**config.mk**
```make
export PLATFORM = sky130hd
export DESIGN_NAME = stream_to_axi_writer
export DESIGN_NICKNAME = d
export VERILOG_FILES = /design/src/rtl/axis_bridge_pkg.sv /design/src/rtl/stream_to_axi_writer.sv
export SDC_FILE = /design/constraint.sdc
export NUM_CORES = 1
export LEC_CHECK = 0
export BUFFER_PORTS_ARGS = -buffer_cell sky130_fd_sc_hd__buf_4
export CAP_MARGIN = 20
export CORE_AREA = 3 3 173 175
export CTS_BUF_LIST = sky130_fd_sc_hd__clkbuf_4
export DETAILED_ROUTE_END_ITERATION = 8
export DIE_AREA = 0 0 176 178
export GPL_TIMING_DRIVEN = 0
export PLACE_DENSITY = 0.52
export SLEW_MARGIN = 20
export SYNTH_ARGS = -nofsm -noshare
export SYNTH_HDL_FRONTEND = slang
export SYNTH_SLANG_ARGS = --single-unit
```
**constraint.sdc**
```tcl
create_clock -name clk -period 6.11 [get_ports clk]
set_input_delay 1.833 -clock clk [delete_from_list [all_inputs] [get_ports clk]]
set_output_delay 1.833 -clock clk [all_outputs]
set_load 0.01 [all_outputs]
```
**src/rtl/axis_bridge_pkg.sv**
```systemverilog
// Shared definitions for the stream-to-AXI write bridge: header layout, FSM states, AXI response codes.
// ST_DRAIN exists only when S2A_LEN_CHECK_EN is defined.
package axis_bridge_pkg;

   // Header fields sit directly above the address; offsets are relative to ADDR_WIDTH.
   localparam int HDR_LEN_OFS   = 0;
   localparam int HDR_LEN_W     = 8;
   localparam int HDR_SIZE_OFS  = 8;
   localparam int HDR_SIZE_W    = 3;
   localparam int HDR_BURST_OFS = 11;
   localparam int HDR_BURST_W   = 2;

   localparam logic [1:0] RESP_OKAY   = 2'b00;
   localparam logic [1:0] RESP_SLVERR = 2'b10;

   typedef enum logic [2:0] {
      ST_IDLE,
      ST_ADDR,
      ST_DATA,
`ifdef S2A_LEN_CHECK_EN
      ST_DRAIN,
`endif
      ST_RESP
   } axi_wr_state_e;

endpackage

```
**src/rtl/stream_to_axi_writer.sv**
```systemverilog
// Stream-to-AXI4 write bridge: header beat loads AW, following beats pass through to W, then waits for B.
// Build option S2A_LEN_CHECK_EN adds tlast/awlen mismatch handling (zero-strobe padding or DRAIN).
module stream_to_axi_writer
   import axis_bridge_pkg::*;
#(
   parameter int DATA_WIDTH = 128,
   parameter int ADDR_WIDTH = 64,
   parameter int ID_WIDTH   = 32
) (
   input  logic                    clk,
   input  logic                    reset,
   input  logic [DATA_WIDTH-1:0]   stream_tdata,
   input  logic [DATA_WIDTH/8-1:0] stream_tkeep,
   input  logic [ID_WIDTH-1:0]     stream_tid,
   input  logic                    stream_tlast,
   input  logic                    stream_tvalid,
   output logic                    stream_tready,
   output logic [ID_WIDTH-1:0]     AXIM_awid,
   output logic [ADDR_WIDTH-1:0]   AXIM_awaddr,
   output logic [7:0]              AXIM_awlen,
   output logic [2:0]              AXIM_awsize,
   output logic [1:0]              AXIM_awburst,
   output logic                    AXIM_awvalid,
   input  logic                    AXIM_awready,
   output logic [DATA_WIDTH-1:0]   AXIM_wdata,
   output logic [DATA_WIDTH/8-1:0] AXIM_wstrb,
   output logic                    AXIM_wlast,
   output logic                    AXIM_wvalid,
   input  logic                    AXIM_wready,
   input  logic [1:0]              AXIM_bresp,
   input  logic                    AXIM_bvalid,
   output logic                    AXIM_bready,
   output logic                    err,
   output logic                    done
);

   axi_wr_state_e           state_q, state_d;
   logic [ID_WIDTH-1:0]     awid_q, awid_d;
   logic [ADDR_WIDTH-1:0]   awaddr_q, awaddr_d;
   logic [7:0]              awlen_q, awlen_d;
   logic [2:0]              awsize_q, awsize_d;
   logic [1:0]              awburst_q, awburst_d;
   logic [8:0]              cnt_q, cnt_d;
   logic                    err_q, err_d;
   logic                    done_q, done_d;
`ifdef S2A_LEN_CHECK_EN
   logic                    pad_q, pad_d;
`else
   logic                    unused_tlast;
   assign unused_tlast = stream_tlast;
`endif

   logic                    tready_c, awvalid_c, wvalid_c, wlast_c, bready_c;
   logic [DATA_WIDTH-1:0]   wdata_c;
   logic [DATA_WIDTH/8-1:0] wstrb_c;
   logic                    beat_last;

   assign beat_last = (cnt_q == {1'b0, awlen_q});

   always_comb begin
      state_d   = state_q;
      awid_d    = awid_q;
      awaddr_d  = awaddr_q;
      awlen_d   = awlen_q;
      awsize_d  = awsize_q;
      awburst_d = awburst_q;
      cnt_d     = cnt_q;
      err_d     = err_q;
      done_d    = 1'b0;
      tready_c  = 1'b0;
      awvalid_c = 1'b0;
      wvalid_c  = 1'b0;
      wlast_c   = 1'b0;
      wdata_c   = '0;
      wstrb_c   = '0;
      bready_c  = 1'b0;
`ifdef S2A_LEN_CHECK_EN
      pad_d     = pad_q;
`endif
      case (state_q)
         ST_IDLE: begin
            tready_c = 1'b1;
            if (stream_tvalid) begin
               awid_d    = stream_tid;
               awaddr_d  = stream_tdata[ADDR_WIDTH-1:0];
               awlen_d   = stream_tdata[ADDR_WIDTH+HDR_LEN_OFS +: HDR_LEN_W];
               awsize_d  = stream_tdata[ADDR_WIDTH+HDR_SIZE_OFS +: HDR_SIZE_W];
               awburst_d = stream_tdata[ADDR_WIDTH+HDR_BURST_OFS +: HDR_BURST_W];
               cnt_d     = '0;
               state_d   = ST_ADDR;
            end
         end
         ST_ADDR: begin
            awvalid_c = 1'b1;
            if (AXIM_awready) state_d = ST_DATA;
         end
         ST_DATA: begin
            wlast_c = beat_last;
`ifdef S2A_LEN_CHECK_EN
            // Packet ended early: finish the burst with null-strobe beats, stream held off.
            if (pad_q) begin
               wvalid_c = 1'b1;
               if (AXIM_wready) begin
                  if (beat_last) begin
                     pad_d   = 1'b0;
                     state_d = ST_RESP;
                  end else begin
                     cnt_d = cnt_q + 9'd1;
                  end
               end
            end else begin
`endif
               wvalid_c = stream_tvalid;
               tready_c = AXIM_wready;
               wdata_c  = stream_tdata;
               wstrb_c  = stream_tkeep;
               if (stream_tvalid && AXIM_wready) begin
                  if (beat_last) begin
                     state_d = ST_RESP;
`ifdef S2A_LEN_CHECK_EN
                     if (!stream_tlast) state_d = ST_DRAIN;
`endif
                  end else begin
                     cnt_d = cnt_q + 9'd1;
`ifdef S2A_LEN_CHECK_EN
                     if (stream_tlast) begin
                        err_d = 1'b1;
                        pad_d = 1'b1;
                     end
`endif
                  end
               end
`ifdef S2A_LEN_CHECK_EN
            end
`endif
         end
`ifdef S2A_LEN_CHECK_EN
         // Burst already complete on AXI; swallow the packet tail.
         ST_DRAIN: begin
            tready_c = 1'b1;
            if (stream_tvalid && stream_tlast) begin
               err_d   = 1'b1;
               state_d = ST_RESP;
            end
         end
`endif
         ST_RESP: begin
            bready_c = 1'b1;
            if (AXIM_bvalid) begin
               done_d  = 1'b1;
               state_d = ST_IDLE;
               if (AXIM_bresp != RESP_OKAY) err_d = 1'b1;
            end
         end
         default: state_d = ST_IDLE;
      endcase
   end

   always_ff @(posedge clk or posedge reset) begin
      if (reset) begin
         state_q   <= ST_IDLE;
         awid_q    <= '0;
         awaddr_q  <= '0;
         awlen_q   <= '0;
         awsize_q  <= '0;
         awburst_q <= '0;
         cnt_q     <= '0;
         err_q     <= 1'b0;
         done_q    <= 1'b0;
`ifdef S2A_LEN_CHECK_EN
         pad_q     <= 1'b0;
`endif
      end else begin
         state_q   <= state_d;
         awid_q    <= awid_d;
         awaddr_q  <= awaddr_d;
         awlen_q   <= awlen_d;
         awsize_q  <= awsize_d;
         awburst_q <= awburst_d;
         cnt_q     <= cnt_d;
         err_q     <= err_d;
         done_q    <= done_d;
`ifdef S2A_LEN_CHECK_EN
         pad_q     <= pad_d;
`endif
      end
   end

   // State is forced to IDLE by reset, so only the IDLE-asserted tready needs explicit gating.
   assign stream_tready = tready_c & ~reset;
   assign AXIM_awid     = awid_q;
   assign AXIM_awaddr   = awaddr_q;
   assign AXIM_awlen    = awlen_q;
   assign AXIM_awsize   = awsize_q;
   assign AXIM_awburst  = awburst_q;
   assign AXIM_awvalid  = awvalid_c;
   assign AXIM_wdata    = wdata_c;
   assign AXIM_wstrb    = wstrb_c;
   assign AXIM_wlast    = wlast_c;
   assign AXIM_wvalid   = wvalid_c;
   assign AXIM_bready   = bready_c;
   assign err           = err_q;
   assign done          = done_q;

endmodule

```
=== Word-level counts from Yosys, hierarchy flattened ===
Cells that the tools add are included.

* Reduce and logical (&&, ||, !) cells: 8
* Eq/ne operators: 10
* $add $sub $neg: 1
* Bitwise gates (word level): 2
* Multiplexer cells: 19

{| class="wikitable"
|+ Operators by type and width
! kind !! number
|-
| two-way mux 128 bit || 1
|-
| two-way mux 9 bit || 3
|-
| one-hot mux 9 bit (2 select lines) || 1
|-
| two-way mux 16 bit || 1
|-
| two-way mux 3 bit || 5
|-
| inequality test 2 bit, second input constant || 6
|-
| one-hot mux 3 bit (4 select lines) || 1
|-
| adder 9 x 1 -> 9 bit, second input constant || 1
|-
| equality test 9 x 8 -> 1 bit || 1
|-
| equality test 3 x 2 -> 1 bit, second input constant || 2
|-
| two-way mux 1 bit || 6
|-
| AND reduction 5 bit || 1
|-
| AND reduction 4 bit || 1
|-
| nonzero test 2 bit || 2
|-
| equality test 3 x 1 -> 1 bit, second input constant || 1
|-
| logical NOT 3 bit || 1
|-
| AND reduction 3 bit || 1
|-
| one-hot mux 1 bit (2 select lines) || 1
|-
| AND reduction 2 bit || 1
|-
| AND 1 bit || 1
|-
| logical AND 1 bit || 1
|-
| inverter 1 bit || 1
|}

* Input port bits: 185
* Flip-flop bits (word level): 123

=== Depth between registers and ports, before layout ===
Gate-level depths: netlist (run 1).

* Depth after elaboration: 4
* Gate-level depth with buffers: 8
* Gate-level depth less buffers: 7

=== Worst setup path before layout (run 1) ===
OpenSTA, ideal clock, no wires.

* Path kind: input to output
* From: in AXIM_wready
* To: out stream_tready
* Cell stages on the path: 2
* Arrival: 2.049 ns
* Setup slack: 2.228 ns
* Path through: a21oi_1 > nor2_1

* Longest elaborated chain between the ends: 2

{| class="wikitable"
|+ RTL lines
! item !! line !! text
|-
| start, declared || stream_to_axi_writer.sv:29 || <nowiki>input logic AXIM_wready,</nowiki>
|-
| one-hot mux 1 bit (2 select lines) || stream_to_axi_writer.sv:80 || <nowiki>case (state_q)</nowiki>
|-
| AND 1 bit || stream_to_axi_writer.sv:190 || <nowiki>assign stream_tready = tready_c & ~reset;</nowiki>
|-
| end, declared || stream_to_axi_writer.sv:17 || <nowiki>output logic stream_tready,</nowiki>
|}

Every way passes these cells.

=== Worst setup path in the final report (run 1) ===
* From: reg state_q[0]
* To: out AXIM_wdata[74]

* Longest elaborated chain between the ends: 2

{| class="wikitable"
|+ RTL lines
! item !! line !! text
|-
| start, declared || stream_to_axi_writer.sv:37 || <nowiki>axi_wr_state_e state_q, state_d;</nowiki>
|-
| start signal, assigned || stream_to_axi_writer.sv:174 || <nowiki>state_q <= state_d;</nowiki>
|-
| equality test 3 x 2 -> 1 bit || stream_to_axi_writer.sv:80 ||
|-
| two-way mux 128 bit || stream_to_axi_writer.sv:80 ||
|-
| end, declared || stream_to_axi_writer.sv:25 || <nowiki>output logic [DATA_WIDTH-1:0] AXIM_wdata,</nowiki>
|}

Every way passes these cells.

==> results.py, run 1 <==
metrics = {
    "detailed_routing": {
        "m1WireLength_um": 8760,
        "wl_met2_um": 13100,
        "wire_per_inst_um": 18.0,
        "viasPerCell": 4.00,
        "highest_layer": "met5",
        "ant_nets": 0,
        "wl_um": 24500,
        "drc_errors": 0,
        "drtIter0Drc": 179,
        "vias": 5442,
        "dr.pass1.iters": 4,
        "wl_met3_um": 2200,
    },
    "worst_setup_path": {
        "crit_type": "flip-flop to output pin",
        "cp_slowest_cell": "clkbuf_1",
        "cp-end-kind": "output pin",
        "critPathLaunchType": "flip-flop",
        "worstPathRequired_ns": 4.28,
        "worstPathArrival_ns": 3.33,
        "critPathTopFamily": "buffers and inverters",
        "cp_max_fo": 10,
        "path_buf_inv": 5,
        "crit_chain": "inv_1 > ha_1 > clkbuf_1 > clkbuf_1 > clkbuf_1 > and2_1 > buf_4",
        "cpPeakStageDelay_ns": 0.59,
        "cpMostUsedCell": "clkbuf_1",
    },
    "synth": {
        "ys_types": 31,
        "yosysTopAreaCell": "dfrtp_1",
        "avgSynthCellArea_um2": 11.8,
        "synth-seq-cells": 122,
        "yosysWarnings": 0,
        "synth_nets": 687,
        "synth_top_family_by_area": "multiplexers",
        "netlist_area_mm2": 0.00587,
        "syn_inst": 497,
        "ys_seq_area_share_pct": 52.0,
        "synth-simple-area-share_pct": 19.4,
        "synth.top_cells.by_area": "dfrtp_1, mux2_2, and2_1",
        "synth_compound_area_share_pct": 1.98,
        "synth_top_area_share_pct": 52.0,
        "synthMuxAreaShare_pct": 21.6,
        "synth-adder-area-share_pct": 1.07,
        "synth_xor_area_share_pct": 1.34,
    },
    "floorplanning": {
        "die_area_mm2": 0.0313,
        "rows": 62,
        "coreArea_mm2": 0.0286,
        "fp.dieH_um": 178,
        "dieWidth_um": 176,
        "start_util_pct": 20.5,
        "io_pins": 445,
    },
    "timing": {
        "setup_viol": 0,
        "hold_violations": 0,
        "fmax_mhz": 194,
        "maxSlewHeadroom_pct": 47.3,
        "clock_skew_ns": 0.0247,
        "whs_ns": 0.479,
        "rsz0062_at_grt": "no",
        "min_period_ns": 5.16,
        "worst_pin_slew_ns": 0.791,
        "maxSlewViolCount": 0,
        "finalCritPeriodShare_pct": 84.5,
        "setup_slack_ns": 0.948,
    },
    "cts": {
        "cts_hold_buf": 0,
        "cts_buffers": 17,
        "clock_path_buffers": 2,
        "path_clk_slew_ns": 0.12,
        "ctsResizeCount": 0,
        "cts_setup_buffers": 0,
        "clock_latency_ns": 0.51,
        "root_buffer": "clkbuf_4",
        "cts.sinks": 122,
        "ctsHtreeMaxLevel": 4,
        "cts_tree": "built",
    },
    "global_routing": {
        "antenna_found_initial": 2,
        "track_usage_pct": 14.9,
        "overflow": 0,
        "grt_max_degree": 73,
        "grt_pass1_wl_um": 34900,
        "grt_pass1_vias": 5631,
    },
    "finish": {
        "fillCellCount": 2952,
        "fin_cells": 1359,
        "nets": 1151,
        "layout-drive-gt1-share_pct": 60.4,
        "final_common_cell": "buf_4",
        "area_delta_synth_final_pct": 70.5,
        "layout.cells.most_common_list": "buf_4, and2_1, dfrtp_1, mux2_2, clkbuf_1",
        "fin_area_mm2": 0.0100,
    },
    "power_and_ir_drop": {
        "p_leak_nw": 4.95,
        "power_density_mw_per_mm2": 486,
        "irDropWorstVdd_v": 0.000191,
    },
    "run": {
        "cap_violations": 0,
    },
    "placement": {
        "dp_hpwl_um": 20000,
        "gp_congestion": 0.758,
        "numPortBuffers": 443,
        "placed_area_mm2": 0.00972,
        "place_inst": 1326,
        "dpl_worst_slack_ns": 1.38,
    },
    "hold_path": {
        "hold_class": "flip-flop to flip-flop",
    },
    "outcome": {
        "status": "completed",
    },
}
-- where the power goes --
| group | internal [W] | leakage, nW | switching [W] |
|---|---|---|---|
| Clock | 0.000249 | 0.144 | 0.000352 |
| Sequential | 0.00121 | 1.44 | 0.000250 |
| Combinational | 0.00150 | 3.37 | 0.00129 |
| Total | 0.00297 | 4.95 | 0.00189 |
-- cell type report --
type / count / area [µm²] / area share, %
timing repair buffer: 445 / 3360 / 33.6
sequential: 122 / 3050 / 30.5
multi-input combinational: 336 / 2670 / 26.6
tap: 384 / 480 / 4.80
clock inverter: 14 / 148 / 1.48
clock buffer: 18 / 135 / 1.35
buffer: 30 / 115 / 1.15
inverter: 9 / 41.3 / 0.413
antenna: 1 / 2.50 / 0.0250
-- state kept, by name, summed over array words and instances, names as in the netlist --
| register | cells |
|---|---|
| cnt_q | 9 |
| err | 1 |
| state_q | 2 |
| AXIM_awburst | 2 |
| AXIM_awaddr | 64 |
| AXIM_awlen | 8 |
| AXIM_awid | 32 |
| done | 1 |
| AXIM_awsize | 3 |
-- routing by layer --
layer / up-vias / GRT usage (%)
met4: 2 / 3.96
met5: - / 0
met2: 270 / 28.2
li1: 2582 / -
met1: 2572 / 15.8
met3: 16 / 5.17
-- stage by stage --
stage               setup TNS [ns]  power [W]  util (%)
global placement           -119.98    0.00432      33.8
floorplan                        0    0.00277         -
CTS                              0    0.00498      34.9
detailed placement               0    0.00435      34.0
global route                     0    0.00524      35.0
finish                           0    0.00486      35.0
-- worst paths after layout --
kind	start	cells after the start	slack (ns)	to
setup / recovery	state_q[0]$_DFFE_PP0P_	7	0.95	AXIM_wdata[74]
hold / removal	err$_DFFE_PP0P_	1	0.48	err$_DFFE_PP0P_
setup reg to reg	state_q[0]$_DFFE_PP0P_	6	3.54	AXIM_awlen[5]$_DFFE_PP0P_
hold reg to reg	err$_DFFE_PP0P_	1	0.48	err$_DFFE_PP0P_
max in group asynchronous	reset	3	4.05	AXIM_awaddr[23]$_DFFE_PP0P_
min in group asynchronous	reset	2	1.31	AXIM_awaddr[61]$_DFFE_PP0P_
-- Yosys cell counts, drive strengths merged --
master,count
mux2,111
nand4,1
dfrtp,122
o21ai,2
and3,3
nor4,3
clkbuf,29
nor3,2
o211ai,2
nand3,10
xnor2,1
o221ai,1
o22ai,2
a21o,2
mux2i,2
and2,148
a21oi,4
or3,2
inv,9
nor2b,1
buf,1
o311ai,2
nand2b,3
xor2,8
o32ai,1
ha,5
nor2,4
nand2,15
a211o,1
-- logic make-up after synthesis --
group	count (synthesis)
AND/OR/NAND/NOR	192
flip-flops	122
multiplexers	113
buffers and inverters	39
AO/OA/AOI/OAI	17
XOR/XNOR	9
adder cells (fa/ha/maj)	5
-- worst reg2reg max path: stages, from the launching register on --
cell and delay, ns:
dfrtp_1 0.40, inv_1 0.08, ha_1 0.25, nand2_1 0.48, clkbuf_1 0.50, buf_2 0.38
mux2_2 0.37
(Power assumes the default switching activity.)
==> run 2, diff against run 1 <==
Settings changed: ABC_AREA set to 1, PLACE_DENSITY 0.52 to 0.54.
Clock period 6.11 ns to 4.82 ns, I/O delays scaled along.
==> run 2 against run 1 <==
  * Clock skew fell by 0.0077 ns
  * Utilization rose by 1.9 points
  * Clock power rose by 35%
  * Routed wire length decreased by 3.8%
  * Critical path depth stayed put
  * Synthesized area rose by 8.9%
  * Die area is the same
  * First-iteration DRC count rose by 54%
  * Power increased by 28%
==> results.py, run 2 <==
metrics = {
    "detailed_routing": {
        "ant_nets": 0,
        "viasPerCell": 3.85,
        "vias": 5942,
        "wire_per_inst_um": 15.3,
        "drc_errors": 0,
        "drtIter0Drc": 276,
        "wl_um": 23500,
        "dr.pass1.iters": 4,
    },
    "global_routing": {
        "grt_pass1_vias": 5735,
        "grt_pass1_wl_um": 33900,
        "track_usage_pct": 14.1,
        "overflow": 0,
        "antenna_found_initial": 0,
        "grt_max_degree": 65,
    },
    "timing": {
        "setup_slack_ns": 0.590,
        "rsz0062_at_grt": "no",
        "min_period_ns": 4.23,
        "hold_violations": 0,
        "clock_skew_ns": 0.0170,
        "tns_ns": 0,
        "maxSlewHeadroom_pct": 57.6,
        "maxSlewViolCount": 0,
        "whs_ns": 0.503,
        "finalCritPeriodShare_pct": 87.8,
        "worst_pin_slew_ns": 0.636,
        "fmax_mhz": 236,
        "setup_viol": 0,
    },
    "hold_path": {
        "whs_endpoint": "err$_DFFE_PP0P_",
        "hold_class": "flip-flop to flip-flop",
        "min_from": "err$_DFFE_PP0P_",
        "worstHoldPathCells": 1,
    },
    "worst_setup_path": {
        "ff2ff_path_depth": 6,
        "cp-end-kind": "output pin",
        "critPathLaunchType": "flip-flop",
        "rrSetupSlack_ns": 2.90,
        "r2r_start": "state_q[0]$_DFFE_PP0P_",
        "crit_type": "flip-flop to output pin",
        "r2r_end": "cnt_q[1]$_DFFE_PP0P_",
        "path_buf_inv": 5,
        "cpPeakStageDelay_ns": 0.54,
        "critPathTopFamily": "buffers and inverters",
        "cpMostUsedCell": "inv_1",
        "cp_max_fo": 10,
        "cp_slowest_cell": "clkbuf_1",
        "crit_chain": "inv_1 > ha_1 > clkbuf_1 > buf_2 > nand2_1 > inv_1 > buf_4",
        "worstPathRequired_ns": 3.37,
        "worstPathArrival_ns": 2.78,
    },
    "placement": {
        "placed_area_mm2": 0.0102,
        "dpl_worst_slack_ns": 1.07,
        "dp_hpwl_um": 18500,
        "numPortBuffers": 443,
        "gp_congestion": 0.768,
    },
    "cts": {
        "clock_path_buffers": 2,
        "cts.sinks": 122,
        "cts_hold_buf": 0,
        "ctsResizeCount": 0,
        "path_clk_slew_ns": 0.12,
        "cts_setup_buffers": 0,
        "cts_buffers": 17,
        "clock_latency_ns": 0.52,
        "cts_tree": "built",
        "ctsHtreeMaxLevel": 4,
        "root_buffer": "clkbuf_4",
    },
    "run": {
        "cap_violations": 0,
    },
    "floorplanning": {
        "start_util_pct": 22.3,
        "coreArea_mm2": 0.0286,
        "io_pins": 445,
        "fp.dieH_um": 178,
        "dieWidth_um": 176,
        "die_area_mm2": 0.0313,
        "rows": 62,
    },
    "power_and_ir_drop": {
        "p_total_w": 0.00620,
        "irDropWorstVdd_v": 0.000266,
        "power_density_mw_per_mm2": 588,
        "p_leak_nw": 6.52,
    },
    "synth": {
        "ys.flop_type": "dfrtp_1",
        "yosysTopAreaCell": "dfrtp_1",
        "synth-seq-cells": 122,
        "yosysMostFrequentCell": "nand2_1",
        "netlist_area_mm2": 0.00639,
        "synth_edf_count": 0,
        "synth_nets": 871,
        "async_reset_ff_share_pct": 100,
        "synth_common_cells": "nand2_1, inv_1, dfrtp_1",
        "synth.top_cells.by_area": "dfrtp_1, mux2_4, nand2_1",
        "ys_types": 28,
        "ys_seq_area_share_pct": 47.8,
        "avgSynthCellArea_um2": 9.38,
        "synth_top_area_share_pct": 47.8,
        "yosysWarnings": 0,
        "syn_inst": 681,
    },
    "finish": {
        "layout-drive-gt1-share_pct": 53.6,
        "layout.cells.most_common_list": "buf_4, nand2_1, inv_1, dfrtp_1, mux2_2",
        "nets": 1334,
        "area_delta_synth_final_pct": 65.0,
        "fin_area_mm2": 0.0105,
        "largest_reg_flops": 64,
        "final_common_cell": "buf_4",
    },
    "outcome": {
        "status": "completed",
    },
}
-- run 2: cell count changes after synthesis, moves of 21 or more --
cell      delta
and2_1     -148
nand2_1    +174
clkbuf_1    -27
buf_2       +21
mux2_2      -56
mux2_4      +50
inv_1      +156
-- run 2: logic make-up (layout without fill, tap and decap cells) --
group / count (synthesis) / count (layout) / synth area share, %
other: 0 / 1 / 0
DFF: 122 / 122 / 47.8
xor gates and xnor gates: 4 / 4 / 0.548
and+or+nand+nor: 235 / 235 / 15.4
muxes: 104 / 104 / 21.3
adders and majority gates: 5 / 5 / 0.979
buffers and inverters: 196 / 672 / 12.7
AOI/OAI and AO/OA: 15 / 15 / 1.35
-- run 2: metrics by stage --
step / cells / util, %
after floorplan: 681 / -
after global placement: 1508 / 35.6
after detailed placement: 1509 / 35.7
after CTS: 1541 / 36.8
after global routing: 1541 / 36.8
final: 1542 / 36.8
-- run 2: final cells by class --
cell class	count	area (µm²)
sequential	122	3050
buffer	29	181
fill	2929	18100
timing repair buffer	444	3350
inverter	167	634
clock inverter	14	171
tap	384	480
multi-input combinational	363	2530
antenna	1	2.50
clock buffer	18	135
-- run 2: how the worst max path moves through the flow --
| stage | slack [ns] | start | to | cells past startpoint |
|---|---|---|---|---|
| floorplan | 0.13 | reset | AXIM_awaddr[0]$_DFFE_PP0P_ | 1 |
| global placement | -1.78 | reset | AXIM_awaddr[22]$_DFFE_PP0P_ | 2 |
| detailed placement | 1.07 | state_q[0]$_DFFE_PP0P_ | AXIM_wvalid | 7 |
| CTS | 0.44 | state_q[0]$_DFFE_PP0P_ | AXIM_wvalid | 7 |
| global route | 0.31 | state_q[0]$_DFFE_PP0P_ | AXIM_wstrb[15] | 7 |
| finish | 0.59 | state_q[0]$_DFFE_PP0P_ | AXIM_wstrb[15] | 7 |
-- run 2: report_power, final --
part | switching (W) | leakage, nW | total, W | internal, W
combinational | 0.00169 | 4.92 | 0.00358 | 0.00189
sequential | 0.000302 | 1.45 | 0.00181 | 0.00151
clock | 0.000444 | 0.150 | 0.000811 | 0.000367
-- run 2: layer usage --
layer / vias to the layer above / share of wire (%) / track usage, % / wire [µm]
met5: - / 0 / 0 / 0
met1: 2745 / 41 / 17.5 / 9730
li1: 2954 / - / - / -
met4: 0 / 0.42 / 1.98 / 99
met2: 237 / 50 / 24.2 / 11800
met3: 6 / 8.0 / 4.92 / 1880
==> run 3, diff against run 2 <==
Settings changed: RECOVER_POWER set to 100.
==> run 3 against run 2 <==
  * The run now ends with capacitance limit, slew limit left
  * Utilization fell by 4.2 points
  * Design area decreased by 11%
  * Routed wire length down 0.92%
  * Critical path type unchanged
  * Largest cell class is now flip-flops and latches
  * Highest routed layer unchanged
==> results.py, run 3 (same netlist as run 2, synthesis figures left out) <==
metrics = {
    "cts": {
        "cts_buffers": 17,
        "cts_tree": "built",
        "ctsHtreeMaxLevel": 4,
        "path_clk_slew_ns": 0.12,
        "cts.sinks": 122,
        "cts_setup_buffers": 0,
        "clock_path_buffers": 2,
        "cts_hold_buf": 0,
        "clock_latency_ns": 0.52,
        "ctsResizeCount": 0,
        "root_buffer": "clkbuf_4",
    },
    "outcome": {
        "status": "finished with violations",
        "violations": "capacitance limit, slew limit",
    },
    "power_and_ir_drop": {
        "irDropWorstVdd_v": 0.000235,
        "p_leak_nw": 5.24,
        "power_switching_w": 0.00237,
        "switching_share_pct": 44.7,
        "clockPowerShare_pct": 15.3,
        "p_int_w": 0.00293,
        "power_frac_seq_pct": 33.8,
        "p_total_w": 0.00529,
        "pwr-share-comb_pct": 50.9,
        "power_density_mw_per_mm2": 567,
    },
    "timing": {
        "clock_skew_ns": 0.0172,
        "worst_pin_slew_ns": 2.94,
        "fmax_mhz": 231,
        "setup_slack_ns": 0.485,
        "finalCritPeriodShare_pct": 89.9,
        "rsz0062_at_grt": "no",
        "min_period_ns": 4.33,
        "hold_violations": 0,
        "setup_viol": 0,
        "maxSlewHeadroom_pct": -96.8,
        "maxSlewViolCount": 59,
    },
    "worst_setup_path": {
        "worstPathArrival_ns": 2.89,
        "cpPeakStageDelay_ns": 0.58,
        "crit_type": "flip-flop to output pin",
        "cp_max_fo": 10,
        "cp_slowest_cell": "clkbuf_1",
        "cpMostUsedCell": "clkbuf_1",
        "crit_chain": "inv_1 > ha_1 > clkbuf_1 > clkbuf_1 > nand2_1 > inv_1 > clkbuf_1",
        "path_buf_inv": 5,
        "critPathTopFamily": "buffers and inverters",
        "critPathLaunchType": "flip-flop",
        "worstPathRequired_ns": 3.37,
        "cp-end-kind": "output pin",
    },
    "finish": {
        "fillCellCount": 3260,
        "layout-drive-gt1-share_pct": 26.0,
        "antenna_cells": 0,
        "largest_reg_flops": 64,
        "final_common_cell": "clkbuf_1",
        "fin_cells": 1541,
        "layout.cells.most_common_list": "clkbuf_1, buf_4, nand2_1, inv_1, dfrtp_1",
        "area_delta_synth_final_pct": 46.2,
        "nets": 1334,
    },
    "detailed_routing": {
        "wire_per_inst_um": 15.1,
        "ant_nets": 0,
        "vias": 5904,
        "drtIter0Drc": 251,
        "dr.pass1.iters": 5,
        "viasPerCell": 3.83,
        "drc_errors": 0,
        "wl_um": 23300,
    },
    "placement": {
        "place_inst": 1509,
        "gp_congestion": 0.768,
        "dp_hpwl_um": 18500,
        "numPortBuffers": 443,
        "dpl_worst_slack_ns": 1.07,
    },
    "global_routing": {
        "grt_pass1_wl_um": 33900,
        "grt_pass1_vias": 5735,
        "track_usage_pct": 14.1,
        "met1_usage_pct": 17.5,
        "met2_usage_pct": 24.2,
        "overflow": 0,
        "grt_max_degree": 65,
        "top_usage_layer": "met2",
        "grt.met3_usage_pct": 4.92,
        "antenna_found_initial": 0,
    },
    "floorplanning": {
        "start_util_pct": 22.3,
        "die_area_mm2": 0.0313,
        "coreArea_mm2": 0.0286,
        "dieWidth_um": 176,
        "io_pins": 445,
        "fp.dieH_um": 178,
        "rows": 62,
    },
    "hold_path": {
        "hold_class": "flip-flop to flip-flop",
    },
    "run": {
        "cap_violations": 1,
    },
}
[run 3: changes by cell type in the layout (fill, tap and decap cells not counted), sizes merged]
cell,before,now
inv,168,167
buf,472,200
clkinvlp,4,5
clkbuf,19,291
diode,1,0
[run 3: metrics by stage]
step | hold slack [ns] | TNS [ns] | area, µm² | util, %
2_1_floorplan | 0.487 | 0 | 6390 | -
3_3_place_gp | 0.462 | -215.93 | 10200 | 35.6
3_5_place_dp | 0.466 | 0 | 10200 | 35.7
4_1_cts | 0.508 | 0 | 10500 | 36.8
5_1_grt | 0.520 | 0 | 9340 | 32.6
6_report | 0.499 | 0 | 9340 | 32.6
[run 3: worst paths after layout]
kind,from,end,slack (ns),cells past startpoint
max in group asynchronous,reset,AXIM_awaddr[22]$_DFFE_PP0P_,1.75,2
setup reg to reg,state_q[1]$_DFFE_PP0P_,AXIM_awaddr[4]$_DFFE_PP0P_,2.16,6
min in group asynchronous,reset,err$_DFFE_PP0P_,1.74,2
setup / recovery,state_q[0]$_DFFE_PP0P_,AXIM_wdata[50],0.49,7
hold reg to reg,err$_DFFE_PP0P_,err$_DFFE_PP0P_,0.50,1
hold / removal,err$_DFFE_PP0P_,err$_DFFE_PP0P_,0.50,1
[run 3: worst register-to-register path, delay by kind of cell, from the launching register on]
family	cells	cell delay [ns]
muxes	1	0.39
adders and majority gates	1	0.24
buffers and inverters	3	1.25
DFF	1	0.43
and+or+nand+nor	1	0.21
[run 3: area by class of cell]
cell class,count,area (µm²),share of cell area [%]
Buffer,29,111,1.19
Clock buffer,18,135,1.45
Clock inverter,14,171,1.84
Inverter,167,628,6.72
Multi-Input combinational cell,363,2320,24.8
Sequential cell,122,3050,32.7
Tap cell,384,480,5.14
Timing Repair Buffer,444,2440,26.1
[run 3: routing by layer]
metal  routed length, µm  share of wire (%)
met5                   0                  0
met4                 142               0.61
met3                1820                7.8
met2               11700                 50
met1                9690                 42
[run 3: power by group through the flow]
stage,sequential [W],combinational [W],clock (W)
4_1_cts,0.00182,0.00366,0.000854
6_report,0.00179,0.00269,0.000811
3_3_place_gp,0.00182,0.00364,0
5_1_grt,0.00186,0.00300,0.000904
3_5_place_dp,0.00183,0.00364,0
2_1_floorplan,0.00201,0.00162,0
